===== src/rtl/rob_commit.sv =====
// In-order commit buffer: allocates in program order, completes out of order, retires one entry per cycle.
// Optional same-edge head bypass is enabled by defining ROB_BYPASS_EN.
`timescale 1ns/1ps
module rob_commit #(
    parameter int DEPTH = 8,
    parameter int TAG_W = 3
) (
    input  logic             clk_in,
    input  logic             rst_in,
    input  logic             flush,
    input  logic             alloc_valid,
    input  logic [4:0]       alloc_rd,
    output logic             alloc_ready,
    output logic [TAG_W-1:0] alloc_tag,
    input  logic             cmpl_valid,
    input  logic [TAG_W-1:0] cmpl_tag,
    input  logic [31:0]      cmpl_data,
    output logic             write_or_not,
    output logic [4:0]       writeaddr,
    output logic [31:0]      writedata,
    output logic             commit_valid,
    output logic [TAG_W:0]   count
);

    logic [DEPTH-1:0] busy;
    logic [DEPTH-1:0] rdy;
    logic [4:0]       rd_mem   [DEPTH];
    logic [31:0]      data_mem [DEPTH];
    logic [TAG_W-1:0] head;
    logic [TAG_W-1:0] tail;

    logic        do_alloc;
    logic        do_cmpl;
    logic        byp_p0;
    logic        vld_p0;
    logic [4:0]  rd_p0;
    logic [31:0] data_p0;

    // Full is judged on the registered count only; a same-cycle retire does not free a slot early.
    assign alloc_ready = (count != (TAG_W+1)'(DEPTH));
    assign alloc_tag   = tail;

    // Stage p0: decide this cycle's alloc, completion and retire from the current entry state.
    always_comb begin
        do_alloc = alloc_valid && alloc_ready;
        do_cmpl  = cmpl_valid && busy[cmpl_tag] && !rdy[cmpl_tag];
`ifdef ROB_BYPASS_EN
        byp_p0   = do_cmpl && (cmpl_tag == head);
`else
        byp_p0   = 1'b0;
`endif
        vld_p0   = (busy[head] && rdy[head]) || byp_p0;
        rd_p0    = rd_mem[head];
        data_p0  = byp_p0 ? cmpl_data : data_mem[head];
    end

    // Stage p1: entry bookkeeping and the registered register-file write port.
    always_ff @(posedge clk_in) begin
        if (rst_in || flush) begin
            busy         <= '0;
            rdy          <= '0;
            head         <= '0;
            tail         <= '0;
            count        <= '0;
            commit_valid <= 1'b0;
            write_or_not <= 1'b0;
            writeaddr    <= '0;
            writedata    <= '0;
        end else begin
            if (do_cmpl)
                rdy[cmpl_tag] <= 1'b1;
            // Retire after completion so a bypassed head ends up cleared, not left ready.
            if (vld_p0) begin
                busy[head] <= 1'b0;
                rdy[head]  <= 1'b0;
                head       <= head + TAG_W'(1);
            end
            if (do_alloc) begin
                busy[tail] <= 1'b1;
                rdy[tail]  <= 1'b0;
                tail       <= tail + TAG_W'(1);
            end
            count        <= count + (TAG_W+1)'(do_alloc) - (TAG_W+1)'(vld_p0);
            commit_valid <= vld_p0;
            write_or_not <= vld_p0 && (rd_p0 != 5'd0);
            writeaddr    <= vld_p0 ? rd_p0 : 5'd0;
            writedata    <= vld_p0 ? data_p0 : 32'd0;
        end
    end

    // Payload storage carries no reset; busy/ready qualify every read.
    always_ff @(posedge clk_in) begin
        if (do_cmpl)
            data_mem[cmpl_tag] <= cmpl_data;
        if (do_alloc)
            rd_mem[tail] <= alloc_rd;
    end

endmodule


===== config.mk =====
export PLATFORM = sky130hd
export DESIGN_NAME = rob_commit
export DESIGN_NICKNAME = d
export VERILOG_FILES = /design/src/rtl/rob_commit.sv
export SDC_FILE = /design/constraint.sdc
export NUM_CORES = 1
export LEC_CHECK = 0
export CORE_MARGIN = 2
export CORE_UTILIZATION = 45
export DETAILED_ROUTE_END_ITERATION = 8
export RECOVER_POWER = 25
export SLEW_MARGIN = 20
export SYNTH_ARGS = -nofsm -noshare
export SYNTH_HDL_FRONTEND = slang
export SYNTH_SLANG_ARGS = --single-unit

===== constraint.sdc =====
create_clock -name clk_in -period 12.2 [get_ports clk_in]
set_clock_uncertainty 0.1 [all_clocks]
set_input_delay 2.44 -clock clk_in [delete_from_list [all_inputs] [get_ports clk_in]]
set_output_delay 2.44 -clock clk_in [all_outputs]
set_load 0.01 [all_outputs]

# Word-level counts from Yosys, hierarchy flattened
# Memories as Yosys holds them, arrays and structs flattened. A register that Yosys moved wholly into a read port is not among the register bits.
# Cells that the tools add are included.
[totals]
output_inout_bits = 47
ff_bits = 33
mem_bits_rw = 296
mem_count = 2
[classes]
n_mux = 28
n_addsub = 4
n_bitwise = 8
eq_ne = 1
reduce_logical = 12
magnitude_cmp = 6
[mem_list]
columns = ["name", "words", "word_bits", "rd", "rd_ports_with_merged_regs", "write_ports", "line_no", "source"]
rows = [
  ["data_mem", 8, 32, 1, 1, 1, "28", "logic [31:0] data_mem [DEPTH];"],
  ["rd_mem", 8, 5, 1, 1, 1, "27", "logic [4:0] rd_mem [DEPTH];"],
]
[ops]
columns = ["operator", "n"]
rows = [
  ["$mux W8", 8],
  ["$and A8 B8 Y8", 3],
  ["$not A8 Y8", 2],
  ["$or A8 B8 Y8", 2],
  ["$bmux W1 S3", 4],
  ["$lt A3 B4 Y1 const B", 3],
  ["$mux W1", 11],
  ["$demux W1 S3", 3],
  ["$ge A3 B1 Y1 const B", 3],
  ["$logic_and A1 B1 Y1", 8],
  ["$add A3 B1 Y3 const B", 2],
  ["$mux W3", 2],
  ["$reduce_bool A5 Y1", 1],
  ["$add A4 B1 Y4", 1],
  ["$ne A4 B4 Y1 const B", 1],
  ["$sub A4 B1 Y4", 1],
  ["$reduce_or A2 Y1", 1],
  ["$logic_not A1 Y1", 1],
  ["$logic_or A1 B1 Y1", 1],
  ["$not A1 Y1", 1],
]

# Longest topological paths before layout
# Gate-level depths: netlist (run 1).
[logic_depth]
ltp_word = 12
depth_mapped = 13

# Least setup slack after synthesis (run 1)
# Ideal clock, no wire load.
[synth_timing]
kind = "input to register"
start = "in cmpl_tag[2]"
end = "mem data_mem[1][0], enable pin"
n_path_buf = 2
path_stages = 5
arrival_ps = 6588
setup_slack_ps = 4995
path_cell_list = "buf_2 -> buf_2 -> nor3b_1 -> a211oi_1 -> nor4b_1"
[synth_between]
elab_chain_len = 6
word_cells_on_any_way = 9
cone_classes = "6 x mux; 3 x reduce/logical"
[synth_rtl]
columns = ["item", "line_no", "source"]
rows = [
  ["from (decl)", "16", "input logic [TAG_W-1:0] cmpl_tag,"],
  ["$bmux W1 S3", "46", "do_cmpl = cmpl_valid && busy[cmpl_tag] && !rdy[cmpl_tag];"],
  ["$mux W1 (implied by the code)", "46", ""],
  ["$logic_and A1 B1 Y1 or $logic_not A1 Y1 (tied branches)", "46", ""],
  ["$logic_and A1 B1 Y1", "46", ""],
  ["$mux W1", "93", "if (do_cmpl)"],
  ["$mux W1 (implied by the code)", "94", "data_mem[cmpl_tag] <= cmpl_data;"],
  ["to (decl)", "28", ""],
]
# Several ways; a longest one is shown, not always the timed one. The select of a mux whose other input is x is not followed.

# Final worst setup path (run 1)
[layout_timing]
start = "in cmpl_tag[0]"
end = "mem data_mem[3][17], enable pin"
# The elaborated chain is that of the path after synthesis.

==> results by group, run 1 <==
Die
  – Starting density of the core: a little under half
  – Core footprint: roughly 30000 µm²
  – Die area: ~32000 µm²
  – Row cnt: 63
  – Die W: approximately 180 µm
  – # IOs: just over 90
  – Die Ht: roughly 180 µm

Detailed routing
  – Routed WL per cell: about 22 µm
  – # DRC: 0
  – WL final: roughly 28 mm
  – 1st-iter DRT viols: ~540
  – Post-route ant nets: 0
  – Vias: 7142
  – Vias per Instance: 5.53
  – Pre-Repair DR Iteration Count: 4

Critical path
  – Max FO, Critical Path: 17
  – WS Path Type: input port to flop
  – CP bufs+invs: 2
  – FF-to-FF Start: head[0]
  – CP arrival: between 5 and 6 ns
  – Setup crit start: cmpl_tag[0]
  – Family with the most delay on the worst path: simple AND/OR/NAND/NOR gates
  – Startpoint types: input port
  – Critical path's slowest cell: clkdlybuf4s50_1
  – WP data required: 12.32 ns
  – Slowest cell delay on critical path: around 0.75 ns
  – Worst setup EP type: flop
  – Critical-path cell list: clkdlybuf4s50_1, nand2_1, nor3b_1, nor2_1, or4_1, nor2_4, buf_16

Clocking
  – Post-CTS Setup Inserts: 0
  – Clock sink total: about 360
  – CTS Buf Count: 38
  – Clk buf depth: 3
  – Clock-pin slew on the worst setup and hold paths: 0.06 ns
  – Cells resized by post-CTS repair: 0
  – Latest clock arrival within the worst-skew pair: between 0.5 and 0.6 ns
  – Htree depth: 2
  – Hold_buf cts: 0
  – CTS tree: done
  – Clk Tree Root Cell: clkbuf_16

STA
  – Fin crit period: about 5.2 ns
  – Final Hold Viols: 0
  – Fin crit share: 42.8%
  – RSZ-0062 raised after global routing: no
  – Worst slew pin tran: approximately 1.0 ns
  – Count of pins over their slew limit: 0
  – Slew HR: 30.5%
  – F_max: about 190 MHz
  – Final hold slack: around 0.38 ns
  – Fin Setup TNS: 0 ns
  – Finish-stage setup viols: 0

Hold path
  – Hold Path Origin: busy[5]
  – Worst Hold Class: flop to flop

Synth
  – Share of the synthesized area in the top cell type: approximately two thirds
  – Register area share after synthesis: about 75%
  – Post-synth EDFFs: approximately 300
  – Top cells by area, synth: edfxtp_1 65%, dfxtp_1 9.9%, mux4_2 8.4%
  – Syn_nets: 824
  – Synthesis Warnings: 0
  – Synth area leader: edfxtp_1
  – Mapped Area: roughly 14000 µm²
  – Synth unique cells: between 50 and 60
  – Flops & latches, synth: between 300 and 400
  – Syn Inst Count: between 700 and 800
  – FFs w/ async S/R, synth: 0%
  – Syn_area_per_cell: roughly 18 µm²
  – Main flop type after synthesis: edfxtp_1

GRT
  – Vias in the first global route: between 7000 and 8000
  – Initial antenna violation count: 0
  – Grt ovf: 0
  – GRT Util Overall: between 10% and 20%
  – Largest net degree at the start of global routing: 78
  – First-pass GRT wire length: 43.1 mm

Placed design
  – GPL Wtd Cong: between 0.8 and 0.9
  – DP HPWL: 16.0 mm
  – Post-placement cell area: 15100 µm²
  – PortBufs: about 90

Layout
  – Final #Nets: 925
  – Ratio of cells with drive above 1 in the final layout: around 18%
  – Most frequent cells in the layout: 296 x edfxtp_1, 73 x nor2_1, 66 x clkdlybuf4s50_1, 65 x dfxtp_1, 51 x mux4_2
  – Area delta synth->final: 19.0%
  – Ant diodes: 0
  – Fin area: roughly 16000 µm²
  – Most common cell after layout, fill and taps aside: edfxtp_1
  – Fill count: between 2000 and 2500

Power and ir drop
  – Total power draw: between 0.002 and 0.003 W
  – VDD IR-drop max: 0.103 mV
  – PD cells: between 150 and 200 nW/µm²
  – P_leak: 5.24 nW

Run status
  – Status: finished clean

Flow run
  – Max Cap Viol: 0
-- layout make-up --
| type | count | area (µm²) | share of cell area (%) |
|---|---|---|---|
| multi-input combinational | 345 | 3240 | 19.9 |
| timing repair buffer | 102 | 1030 | 6.34 |
| clock inverter | 15 | 149 | 0.913 |
| sequential | 364 | 10300 | 62.9 |
| tap | 390 | 488 | 2.99 |
| inverter | 21 | 78.8 | 0.483 |
| clock buffer | 54 | 1060 | 6.51 |
-- stage by stage --
stage	worst slack [ns]	std cells	util (%)
after global routing	6.80	1291	54.7
after CTS	6.95	1290	54.6
after global placement	6.29	1220	50.5
after detailed placement	6.41	1221	50.6
after floorplan	5.00	771	-
final	6.97	1291	54.7
-- sequential cells by signal, summed over array words and instances (netlist names), named ones only --
name	flops
busy	8
writeaddr	5
rdy	8
count	4
data_mem	256
write_or_not	1
head	3
alloc_tag	3
rd_mem	40
commit_valid	1
writedata	32
-- cell usage after synthesis (all sizes together) (2+ instances only) --
library cell	count
o22ai	7
a21oi	14
buf	24
edfxtp	296
nand2	23
clkbuf	17
xor2	4
or4	3
nand3b	2
nand3	6
nand2b	5
a22oi	20
nor3b	4
o21ai	4
nand4bb	2
or4b	2
and2	3
nor2b	3
o2111a	6
ha	7
a221oi	20
mux2i	33
dfxtp	68
inv	21
and3	2
nor2	75
nand4	2
nor4	4
or2	3
mux2	22
mux4	51
nor3	4
-- final timing paths --
| kind | endpoint | slack, ns | cells past startpoint |
|---|---|---|---|
| max reg2reg | count[2] | 8.34 | 12 |
| min reg2reg | busy[5] | 0.38 | 2 |
| max | data_mem[3][17] | 6.97 | 7 |
| min | busy[5] | 0.38 | 2 |
-- power breakdown --
group / switching, W / total, W / internal (W)
Combinational: 0.0000263 / 0.0000442 / 0.0000180
Clock: 0.000450 / 0.00112 / 0.000670
Sequential: 0.00000173 / 0.00135 / 0.00134
Total: 0.000478 / 0.00251 / 0.00203
-- cell families (layout without fill, tap and decap cells) --
kind of cell	after synthesis	count (layout)	synth area share, %
multiplexers	106	106	12.6
AO/OA/AOI/OAI	81	81	4.50
flip-flops	364	364	74.8
buffers and inverters	62	192	1.99
adder cells (fa/ha/maj)	8	8	0.785
XOR/XNOR	5	5	0.319
AND/OR/NAND/NOR	145	145	5.06
-- metal layers --
metal / vias up / part of all wire [%] / GRT usage [%] / routed length [µm]
met5: - / 0 / 0 / 0
li1: 3239 / - / - / -
met2: 163 / 49 / 30.2 / 13600
met1: 3691 / 45 / 24.0 / 12400
met4: 0 / 1.8 / 4.74 / 493
met3: 49 / 4.7 / 3.45 / 1300
-- worst register-to-register path, stage by stage (launching register included) --
cell and delay [ns]:
dfxtp_4 0.65, buf_4 0.84, mux2i_1 0.24, mux4_2 0.49
o21bai_4 0.22, inv_1 0.09, ha_1 0.23, inv_1 0.06
ha_1 0.16, inv_1 0.06, fa_1 0.38, xor2_1 0.16
nor2_1 0.05
Note: power is estimated with default switching activity, not from simulation.
==> run 2, diff against run 1 <==
--- a/config.mk
+++ b/config.mk
@@ -8,6 +8,7 @@
 export CORE_MARGIN = 2
 export CORE_UTILIZATION = 45
 export DETAILED_ROUTE_END_ITERATION = 8
+export PLACE_DENSITY = 0.66
 export RECOVER_POWER = 25
 export SLEW_MARGIN = 20
 export SYNTH_ARGS = -nofsm -noshare
==> constraint.sdc (replaced) <==
create_clock -name clk_in -period 4.2 [get_ports clk_in]
set_clock_uncertainty 0.1 [all_clocks]
set_input_delay 0.84 -clock clk_in [delete_from_list [all_inputs] [get_ports clk_in]]
set_output_delay 0.84 -clock clk_in [all_outputs]
set_load 0.01 [all_outputs]
==> run 2 against run 1 <==
- sequential cell count stayed put
- total power grew to 3.0 times the previous value
- wire length is 3.0% lower
- critical path depth is 1 lower
- via count is 0.39% higher
- clock-buffer cell count is 1 lower
- sequential power grew to 2.9 times the previous value
==> results by group, run 2 (synthesis gave the netlist of run 1 again) <==
Run status
  – Status: finished clean

Clocking
  – Clk buf depth: 3 (unchanged)
  – Cells resized by post-CTS repair: 0 (unchanged)
  – Post-CTS Setup Inserts: 0 (unchanged)
  – Clock-pin slew on the worst setup and hold paths: 0.06 ns (about the same)
  – CTS Buf Count: 39 (+2.6%)
  – CTS tree: done
  – Hold_buf cts: 0 (unchanged)
  – Htree depth: 2 (unchanged)
  – Latest clock arrival within the worst-skew pair: 0.52 ns (about the same)
  – Clk Tree Root Cell: clkbuf_16
  – Clock sink total: 364 (unchanged)

Detailed routing
  – WL final: 27.0 mm (-3.0%)
  – 1st-iter DRT viols: 495 (-8.7%)
  – Pre-Repair DR Iteration Count: 5 (+1)
  – Vias per Instance: 5.51 (-0.46%)
  – Routed WL per cell: 20.7 µm (-3.9%)
  – Post-route ant nets: 0 (unchanged)
  – # DRC: 0 (unchanged)
  – Vias: 7170 (+0.39%)

Layout
  – Top flop regs: data_mem (256), rd_mem (40), writedata (32)
  – Most common cell after layout, fill and taps aside: edfxtp_1
  – Fill count: 2345 (-1.8%)
  – Ratio of cells with drive above 1 in the final layout: 19.3% (+1.8 points)
  – Fin area: 16500 µm² (+1.1%)
  – Final #Nets: 936 (+1.2%)
  – Final Non-Filler Cells: 1302 (+0.85%)
  – Area delta synth->final: 20.2%
  – Largest Register: data_mem
  – Max reg flops: 256 (unchanged)
  – Most frequent cells in the layout: 296 x edfxtp_1, 73 x nor2_1, 66 x clkdlybuf4s50_1, 65 x dfxtp_1, 51 x mux4_2

STA
  – Final Hold Viols: 0 (unchanged)
  – Count of pins over their slew limit: 0 (unchanged)
  – F_max: 295 MHz
  – Slew HR: 38.0% (+7.5 points)
  – Worst slew pin tran: 0.930 ns (-0.112 ns)
  – Final hold slack: 0.393 ns (+0.0106 ns)
  – Fin crit period: between 3 and 4 ns
  – Finish-stage setup viols: 0 (unchanged)
  – Fin crit share: between 80% and 90%
  – RSZ-0062 raised after global routing: no

Critical path
  – Slowest cell delay on critical path: 0.83 ns (+0.08 ns)
  – R2R depth: 11 (-1)
  – WS Path Type: input port to flop
  – FF-to-FF Start: head[0]
  – WP data required: 4.23 ns (-8.09 ns)
  – Worst setup EP type: flop
  – Critical-path cell list: clkdlybuf4s50_1, nand2_1, nor3b_1, a211oi_1, nor4_1, and2_2
  – R2R Setup Slk: 1.00 ns (-7.34 ns)
  – CP bufs+invs: 1 (-1)
  – Max FO, Critical Path: 32 (+15)
  – Startpoint types: input port
  – CP arrival: 3.42 ns (-1.92 ns)
  – R2R Path End: count[2]
  – Family with the most delay on the worst path: simple AND/OR/NAND/NOR gates
  – Critical path's slowest cell: and2_2

GRT
  – Initial antenna violation count: 2 (+2)
  – Vias in the first global route: 7486 (-2.3%)
  – Grt ovf: 0 (unchanged)
  – Largest net degree at the start of global routing: 48 (-38%)
  – First-pass GRT wire length: 41.9 mm (-2.8%)
  – GRT Util Overall: 17.4% (-0.53 points)

Hold path
  – Worst Hold Class: flop to flop
  – Hold worst-path end: busy[0]
  – Hold Path Origin: busy[0]
  – Hold path cells: 2 (unchanged)

Placed design
  – DP HPWL: 16.1 mm (+0.40%)
  – PortBufs: 91 (unchanged)
  – GPL Wtd Cong: 0.824 (-1.5%)
  – DP Cell Count: 1232 (+0.90%)
  – Post-placement cell area: 15200 µm² (+0.62%)

Die
  – Row cnt: 63 (unchanged)
  – Die Ht: 179 µm (unchanged)
  – Core footprint: 29800 µm² (unchanged)
  – Die W: 179 µm (unchanged)
  – Die area: 31900 µm² (unchanged)
  – Starting density of the core: 46.0% (unchanged)
  – # IOs: 92 (unchanged)

Power and ir drop
  – PD cells: 457 nW/µm² (+200%)
  – VDD IR-drop max: 0.352 mV (+240%)
  – P_leak: 5.34 nW (+2.0%)

Flow run
  – Max Cap Viol: 0 (unchanged)
[run 2: changes by cell type in the layout (fill, tap and decap cells not counted), sizes merged]
cell,before,now
inv,22,26
clkbuf,54,53
buf,11,21
diode,0,1
clkinv,11,5
clkinvlp,0,1
bufinv,3,5
[run 2: worst max-delay path by stage]
stage	start	endpoint	depth (start not counted)
3_5_place_dp	cmpl_tag[1]	data_mem[0][23]	6
2_1_floorplan	cmpl_tag[1]	data_mem[2][0]	5
3_3_place_gp	cmpl_tag[1]	data_mem[0][23]	6
5_1_grt	cmpl_tag[1]	data_mem[0][11]	6
4_1_cts	cmpl_tag[1]	data_mem[0][11]	6
6_report	cmpl_tag[1]	data_mem[0][11]	6
[run 2: where the power goes]
group	switching [W]	leakage (nW)	internal (W)
combinational	0.0000791	1.48	0.0000547
sequential	0.00000481	3.21	0.00390
clock	0.00136	0.644	0.00213
total	0.00144	5.34	0.00609
[run 2: stage by stage]
step                      TNS (ns)  util (%)  worst slack, ns  total power (W)
after floorplan            -124.97         -            -1.20          0.00402
after global placement           0      50.9            0.434          0.00412
after detailed placement         0      50.9            0.273          0.00412
after CTS                        0      55.3            0.810          0.00761
after global routing             0      55.3            0.578          0.00774
final                            0      55.3            0.813          0.00753
[run 2: cell type report]
type | instances | area, µm² | share of cell area [%]
Inverter | 21 | 78.8 | 0.478
Timing Repair Buffer | 112 | 1090 | 6.63
Antenna cell | 1 | 2.50 | 0.0152
Clock buffer | 53 | 1090 | 6.60
Tap cell | 390 | 488 | 2.96
Sequential cell | 364 | 10300 | 62.2
Clock inverter | 16 | 225 | 1.37
Multi-Input combinational cell | 345 | 3250 | 19.7
[run 2: per-layer routing]
layer	up-vias	track usage [%]	wire, µm
li1	3266	-	-
met1	3690	22.6	11800
met2	159	30.1	13400
met3	55	2.90	1100
met4	0	5.18	599
met5	-	0	0
[run 2: tightest hold or removal path, cell delays in order (launching register included)]
cell	delay, ns
dfxtp_1	0.33
nand2_1	0.06
a21oi_1	0.06
